File: src/rtl/debounce_pkg.sv
// Shared types and timing constants for the switch debouncer.
// Default hold time is 10 ms at the 48 MHz HSOSC clock.
package debounce_pkg;

    typedef enum logic [0:0] {
        DB_STABLE,
        DB_SETTLE
    } db_state_t;

    localparam int DB_CLK_HZ     = 48_000_000;
    localparam int DB_DEFAULT_MS = 10;

    localparam int DB_STABLE_CYCLES = (DB_CLK_HZ / 1000) * DB_DEFAULT_MS;

endpackage

File: src/rtl/sync_ff.sv
// Multi-bit flop-chain synchroniser for asynchronous inputs.
// Pure shift per bit with no logic between stages; q is the last stage.
module sync_ff #(
    parameter int WIDTH  = 4,
    parameter int STAGES = 2
) (
    input  logic             clk,
    input  logic             reset,
    input  logic [WIDTH-1:0] d,
    output logic [WIDTH-1:0] q
);

    logic [STAGES-1:0][WIDTH-1:0] stg;

    always_ff @(posedge clk or negedge reset) begin
        if (!reset) begin
            stg <= '0;
        end else begin
            stg <= {stg[STAGES-2:0], d};
        end
    end

    assign q = stg[STAGES-1];

endmodule

File: src/rtl/switch_debounce.sv
// Synchronises and debounces the DIP-switch vector as one unit.
// Define DEBOUNCE_CHANGE_PULSE_EN to add the changed/changed_mask outputs.
module switch_debounce
    import debounce_pkg::*;
#(
    parameter int WIDTH         = 4,
    parameter int SYNC_STAGES   = 2,
    parameter int STABLE_CYCLES = DB_STABLE_CYCLES
) (
    input  logic             clk,
    input  logic             reset,
    input  logic [WIDTH-1:0] s_raw,
    output logic [WIDTH-1:0] s_db,
    output logic             settling
`ifdef DEBOUNCE_CHANGE_PULSE_EN
    ,
    output logic             changed,
    output logic [WIDTH-1:0] changed_mask
`endif
);

    localparam int CNT_W = $clog2(STABLE_CYCLES);
    localparam logic [CNT_W-1:0] CNT_LAST = CNT_W'(STABLE_CYCLES - 1);

    db_state_t        state, state_n;
    logic [WIDTH-1:0] sync;
    logic [WIDTH-1:0] cand, cand_n;
    logic [WIDTH-1:0] db_n;
    logic [CNT_W-1:0] cnt, cnt_n;
    logic             accept;

    sync_ff #(
        .WIDTH (WIDTH),
        .STAGES(SYNC_STAGES)
    ) u_sync (
        .clk  (clk),
        .reset(reset),
        .d    (s_raw),
        .q    (sync)
    );

    always_ff @(posedge clk or negedge reset) begin
        if (!reset) begin
            state <= DB_STABLE;
            cand  <= '0;
            cnt   <= '0;
            s_db  <= '0;
        end else begin
            state <= state_n;
            cand  <= cand_n;
            cnt   <= cnt_n;
            s_db  <= db_n;
        end
    end

    // Any disagreement with the candidate restarts the hold window.
    always_comb begin
        state_n = state;
        cand_n  = cand;
        cnt_n   = cnt;
        db_n    = s_db;
        accept  = 1'b0;
        case (state)
            DB_STABLE: begin
                if (sync != s_db) begin
                    state_n = DB_SETTLE;
                    cand_n  = sync;
                    cnt_n   = '0;
                end
            end
            DB_SETTLE: begin
                if (sync == s_db) begin
                    state_n = DB_STABLE;
                    cnt_n   = '0;
                end else if (sync != cand) begin
                    cand_n = sync;
                    cnt_n  = '0;
                end else if (cnt == CNT_LAST) begin
                    db_n    = cand;
                    accept  = 1'b1;
                    state_n = DB_STABLE;
                    cnt_n   = '0;
                end else begin
                    cnt_n = cnt + 1'b1;
                end
            end
            default: begin
                state_n = DB_STABLE;
                cnt_n   = '0;
            end
        endcase
    end

    always_comb begin
        settling = (state == DB_SETTLE);
    end

`ifdef DEBOUNCE_CHANGE_PULSE_EN
    always_ff @(posedge clk or negedge reset) begin
        if (!reset) begin
            changed      <= 1'b0;
            changed_mask <= '0;
        end else begin
            changed      <= accept;
            changed_mask <= accept ? (s_db ^ cand) : '0;
        end
    end
`else
    logic unused_accept;
    assign unused_accept = accept;
`endif

endmodule

File: config.mk
export PLATFORM = sky130hd
export DESIGN_NAME = switch_debounce
export DESIGN_NICKNAME = d
export VERILOG_FILES = /design/src/rtl/debounce_pkg.sv /design/src/rtl/sync_ff.sv /design/src/rtl/switch_debounce.sv
export SDC_FILE = /design/constraint.sdc
export NUM_CORES = 1
export LEC_CHECK = 0
export BUFFER_PORTS_ARGS = -buffer_cell sky130_fd_sc_hd__buf_2
export CAP_MARGIN = 5
export CELL_PAD_IN_SITES_DETAIL_PLACEMENT = 0
export CELL_PAD_IN_SITES_GLOBAL_PLACEMENT = 1
export CORE_MARGIN = 8
export CORE_UTILIZATION = 25
export CTS_BUF_LIST = sky130_fd_sc_hd__clkbuf_4
export DETAILED_ROUTE_END_ITERATION = 16
export PLACE_DENSITY = 0.44
export SYNTH_ARGS = -nofsm -noshare
export SYNTH_HDL_FRONTEND = slang
export SYNTH_SLANG_ARGS = --single-unit
File: constraint.sdc
create_clock -name clk -period 4.3 [get_ports clk]
set_clock_uncertainty 0.1 [all_clocks]
set_input_delay 0 -clock clk [delete_from_list [all_inputs] [get_ports clk]]
set_output_delay 0 -clock clk [all_outputs]
set_load 0.01 [all_outputs]
======== Yosys cells after proc, flatten, opt, wreduce, memory -nomap -nowiden ========
Cells that the tools add are included.
Widths: inputs -> output; s select.
storage, ports and cells
  word-level logic and storage cells ...... 33
  latch bits .............................. 0
  memories kept ........................... 0
  output and inout port bits .............. 5
  input port bits ......................... 6
  register bits after elaboration ......... 36
  RAM bits ................................ 0
  ROM bits ................................ 0
cells by class
  equality and inequality tests ........... 7
  divide/modulo/power cells ............... 0
  shift-type cells ........................ 0
  reduce and logical (&&, ||, !) cells .... 2
  order comparisons ....................... 0
  add/sub/neg operators ................... 1
  bitwise logic cells ..................... 3
  multiplexer cells ....................... 14
  multipliers ............................. 0
operators with widths
  kind                   count
  $mux 19                4
  $pmux 19 s2            1
  $add 19x1->19 const B  1
  $eq 19x19->1 const B   1
  $mux 4                 3
  $ne 4x4->1             2
  $pmux 4 s2             1
  $eq 4x4->1             1
  $mux 1                 4
  $ne 2x2->1 const B     2
  $reduce_and 4->1       1
  $not 1->1              3
  $reduce_and 3->1       1
  $ne 2x1->1 const B     1
  $pmux 1 s2             1

======== Logic depth before layout (Yosys ltp) ========
  depth in word-level cells ............... 5
  depth in mapped cells ................... 6
  depth with buffers taken out ............ 6

======== By module ========
Synthesis repeated with hierarchy kept, for this count alone.
unflattened totals
  cells, all modules ...................... 172
  area total of the unflattened synthesis .. 1814.2 µm²
modules (own cells, without submodules)
  module           sequential area each (µm²)  area an instance (µm²)  cells an instance  instances
  switch_debounce  700.7                       1584.0                  160                1
  sync_ff          200.2                       230.2                   12                 1

======== Least setup slack after synthesis ========
No wires, ideal clock.
  kind .................................... flip-flop to flip-flop
  from .................................... register cnt[0]
  to ...................................... register s_db[0]
  data arrival time ....................... 1681 ps
  data required time ...................... 4075 ps
  path slack .............................. 2394 ps
  cell stages (with the launch flop) ...... 7
  path buffers ............................ 0
  library setup time ...................... 125 ps
  period minus slack after synthesis ...... 1906 ps
  cell sequence ........................... dfrtp_1 ha_1 nand3_2 nor3_2 nand4b_4 nand2b_4 mux2_4
between the ends
  longest elaborated chain between the ends .. 2
RTL lines
  what                               RTL line               text
  from (decl)                        switch_debounce.sv:29  logic [CNT_W-1:0] cnt, cnt_n;
  from (signal assigned)             switch_debounce.sv:51  cnt <= cnt_n;
  $eq 19x19->1                       switch_debounce.sv:78  end else if (cnt == CNT_LAST) begin
  $reduce_and 4->1 (no source line)  --
  to (signal assigned)               switch_debounce.sv:52  s_db <= db_n;
  to (decl)                          switch_debounce.sv:13  output logic [WIDTH-1:0] s_db,
No other way between the ends.
A chain may end at the register's enable or synchronous reset.

======== Worst setup path in the final report ========
  from .................................... register cand[0]
  to ...................................... register s_db[0]
between the ends
  longest elaborated chain between the ends .. 3
RTL lines
  what                               RTL line               text
  from (decl)                        switch_debounce.sv:27  logic [WIDTH-1:0] cand, cand_n;
  from (signal assigned)             switch_debounce.sv:50  cand <= cand_n;
  $ne 4x4->1                         switch_debounce.sv:75  end else if (sync != cand) begin
  $not 1->1 (no source line)         --
  $reduce_and 4->1 (no source line)  --
Several ways; a longest one is shown, not always the timed one.

==> results by stage <==
Worst setup path:
- The peak per-stage delay on the critical path is 580 ps.
- The worst setup path is launched from a flip-flop.
- STA puts the critical path data required time at 4440 ps.
- The data arrival time of the worst path is 2370 ps.
- The slowest cell on the critical path is sky130_fd_sc_hd__nor3b_4.
- The number of buffers and inverters on the critical path is 0.
- The number of cells on the worst reg-to-reg path is 5.
- The worst setup path is of the reg2reg kind.
- The critical path depth in cells is 5.
- The highest net fanout along the worst path is 13.
- Grouping stages by cell kind, the critical path spends the most delay in simple AND/OR/NAND/NOR gates.
- Walking the worst path, the cells encountered are nor2b_1 -> a2111o_1 -> nor3b_4 -> nand2b_4 -> mux2_4.
- The kind of end point of the critical path is a flip-flop.

Die:
- From bottom edge to top edge, the die measures 101 um.
- The die is 101 um wide.
- The top-level I/O count is 11.
- For this configuration, the core starts out at a cell density of 25.2%.
- The total die area is 0.0101 mm2.
- The floorplan has 31 rows.
- In this run the standard cell core region covers 0.00710 mm2.

Yosys:
- For this run, the number of Yosys warnings is 0.
- The number of unique standard cell types used by synthesis is 49.
- Dividing the synthesized area by the synthesized cell count gives 11.8 um2.
- The number of nets in the synthesized netlist is 159.
- The number of enable-type register cells in the synthesized netlist is 0.
- For this run, the leading register cell type out of synthesis is sky130_fd_sc_hd__dfrtp_1.
- The number of synthesized register bits is 36.
- Counting every instance in the synthesized netlist gives 152.
- The summed instance area of the synthesized netlist is 0.00179 mm2.
- The portion of the post-synthesis area used by sequential elements is 50.4%.
- In the synthesized netlist the async set-or-reset flop fraction comes to 100%.

Drt:
- Once detail routing completed, the nets flagged for antenna violations numbered 0.
- For this run, the detailed router's first-pass iteration total came to 4.
- After detailed routing, the number of vias per cell comes to 4.46.
- The final routed wirelength across all metal layers is 3.76 mm.
- The number of DRC markers in iteration 0 is 90.
- The via count is 1,213.
- The DRC violations left is 0.
- In the final routed layout, each cell accounts on average for 13.8 um.

Power:
- The worst-case IR drop observed on VDD is 0.132 mV.
- The power density normalized to cell area is 286 mW/mm2.
- For this design the static power due to leakage is 0.000858 uW.

Global routing:
- The first global-routing pass estimated 6.50 mm of wire.
- The global router's overall resource usage is 8.25%.
- Entering global routing, the biggest net connects 37 pins.
- The final global-route overflow total is 0.
- The number of antenna violations at the first check in global routing is 0.
- The via count of the first global-routing pass is 1,308.

STA:
- Derived from the worst setup path, the maximum achievable clock frequency is 0.447 GHz.
- The final count of hold timing violations is 0.
- Setup repair after global routing left no endpoint under its margin.
- At the pin with the least slew margin, the transition time is 818 ps.
- The clock period could shrink to 2240 ps.
- The count of final setup violators is 0.
- The max-slew violation count is 0.
- The share of the clock period used by the worst path is 52.0%.
- In the final timing run, aggregate negative setup slack is 0 ps.
- The worst pin sits at a relative slew slack of 45.5%.

Run:
- Across the run, the number of max-cap violations was 0.

Final layout:
- From synthesis to final layout, the design area changed by 15.1%.
- Leaving out fill and tap cells, the most frequent cells in the layout are sky130_fd_sc_hd__dfrtp_1, sky130_fd_sc_hd__nand2_1, sky130_fd_sc_hd__buf_2.
- The proportion of layout cells with a drive suffix above 1 is 27.7%.
- The library cell used most frequently in the layout, excluding fill and tap cells, is sky130_fd_sc_hd__dfrtp_1.
- The number of diodes is 0.
- The layout net count is 179.
- Summing all non-filler instances in the final layout gives an area of 0.00206 mm2.

Clock network:
- The later pin in the worst-skew pair is clocked with a latency of 340 ps.
- Clock-pin slew was measured on the worst setup and hold paths at 130 ps.
- The total clock buffers created by CTS is 5.
- No sink is reached through more buffers than the 2 on the longest clock path.
- The number of instances resized during post-cts repair is 0.
- The depth of the CTS H-tree is 2.
- TritonCTS built the clock tree.
- The cell at the root of the clock tree is sky130_fd_sc_hd__clkbuf_4.
- The clock net in this run drives a total of 36 sinks.

Status:
- The run finished with clean final reports.

Placed design:
- Once detailed placement completed, the half-perimeter wirelength came to 2.64 mm.
- The count of input and output buffers is 10.
- The global placement routability congestion is 0.749.
- The total cell area at the placement stage is 0.00195 mm2.

Min path:
- The path class of the tightest hold or removal check is in2async.
[per-layer routing]
layer | vias to the layer above | GRT usage, % | share of wire (%)
li1 | 598 | - | -
met1 | 591 | 10.7 | 51
met2 | 20 | 12.6 | 44
met3 | 4 | 2.49 | 3.9
met4 | 0 | 3.02 | 1.0
met5 | - | 0 | 0
[sequential cells by signal (all words and copies together) (netlist names)]
signal,count
cnt,19
cand,4
s_db,4
u_sync.q,4
u_sync.stg,4
settling,1
[path summary, 6_finish.rpt]
| kind | from | end | slack [ps] |
|---|---|---|---|
| max in group asynchronous | reset | cnt[12]$_DFFE_PN0P_ | 3390 |
| min in group clk | s_raw[1] | u_sync.stg[1]$_DFF_PN0_ | 190 |
| setup / recovery | cand[0]$_DFFE_PN0P_ | s_db[0]$_DFFE_PN0P_ | 2060 |
| setup reg to reg | cand[0]$_DFFE_PN0P_ | s_db[0]$_DFFE_PN0P_ | 2060 |
| hold reg to reg | u_sync.stg[3]$_DFF_PN0_ | u_sync.q[3]$_DFF_PN0_ | 260 |
| hold / removal | reset | cnt[7]$_DFFE_PN0P_ | 180 |
[report_power, final]
| group | switching, uW | internal [uW] |
|---|---|---|
| combinational | 24.4 | 17.9 |
| sequential | 7.67 | 347 |
| clock | 126 | 64.4 |
| total | 158 | 429 |
[layout make-up]
| class | instances | area (um2) |
|---|---|---|
| sequential | 36 | 901 |
| fill | 736 | 5040 |
| clock buffer | 5 | 37.5 |
| clock inverter | 3 | 23.8 |
| multi-input combinational | 111 | 860 |
| tap | 99 | 124 |
| inverter | 3 | 11.3 |
| timing repair buffer | 15 | 100 |
[repair_timing]
item / in CTS / in global routing
buffers inserted: 0 / 0
endpoints found under the hold margin: 40 / 0
hold buffers: 5 / 0
[logic make-up after synthesis]
family	Yosys count	synth area share, %
mux	8	5.88
fa+ha+maj	1	0.700
xor+xnor	10	4.90
compound gates	33	14.7
flops	36	50.4
buf+inv	5	1.47
simple gates	59	21.9
[through the flow]
stage	hold slack [ps]	util, %	instances	power, uW	setup slack (ps)
2_1_floorplan	-396	-	152	386	2390
3_3_place_gp	10.2	27.4	259	401	2090
3_5_place_dp	9.35	27.4	259	401	2040
4_1_cts	168	29.0	272	600	2030
5_1_grt	151	29.0	272	621	1930
6_report	178	29.0	272	587	2060
[Yosys cell counts, drive strengths merged (2+ instances only)]
library cell  number  area, um2
nor2              12       62.6
a21oi              6       60.1
a22o               4       35.0
a21o               2       15.0
inv                3       11.3
xor2               6       52.6
mux2               8        105
o21ai              8       40.0
dfrtp             36        901
nand4              5       43.8
nand2b             3       26.3
nor2b              3       18.8
nand3              6       35.0
o21a               2       15.0
nor3               2       15.0
o2111ai            5       50.0
or3                4       25.0
nand2             14       55.1
xnor2              4       35.0
Power figures use the tool's default switching activity.
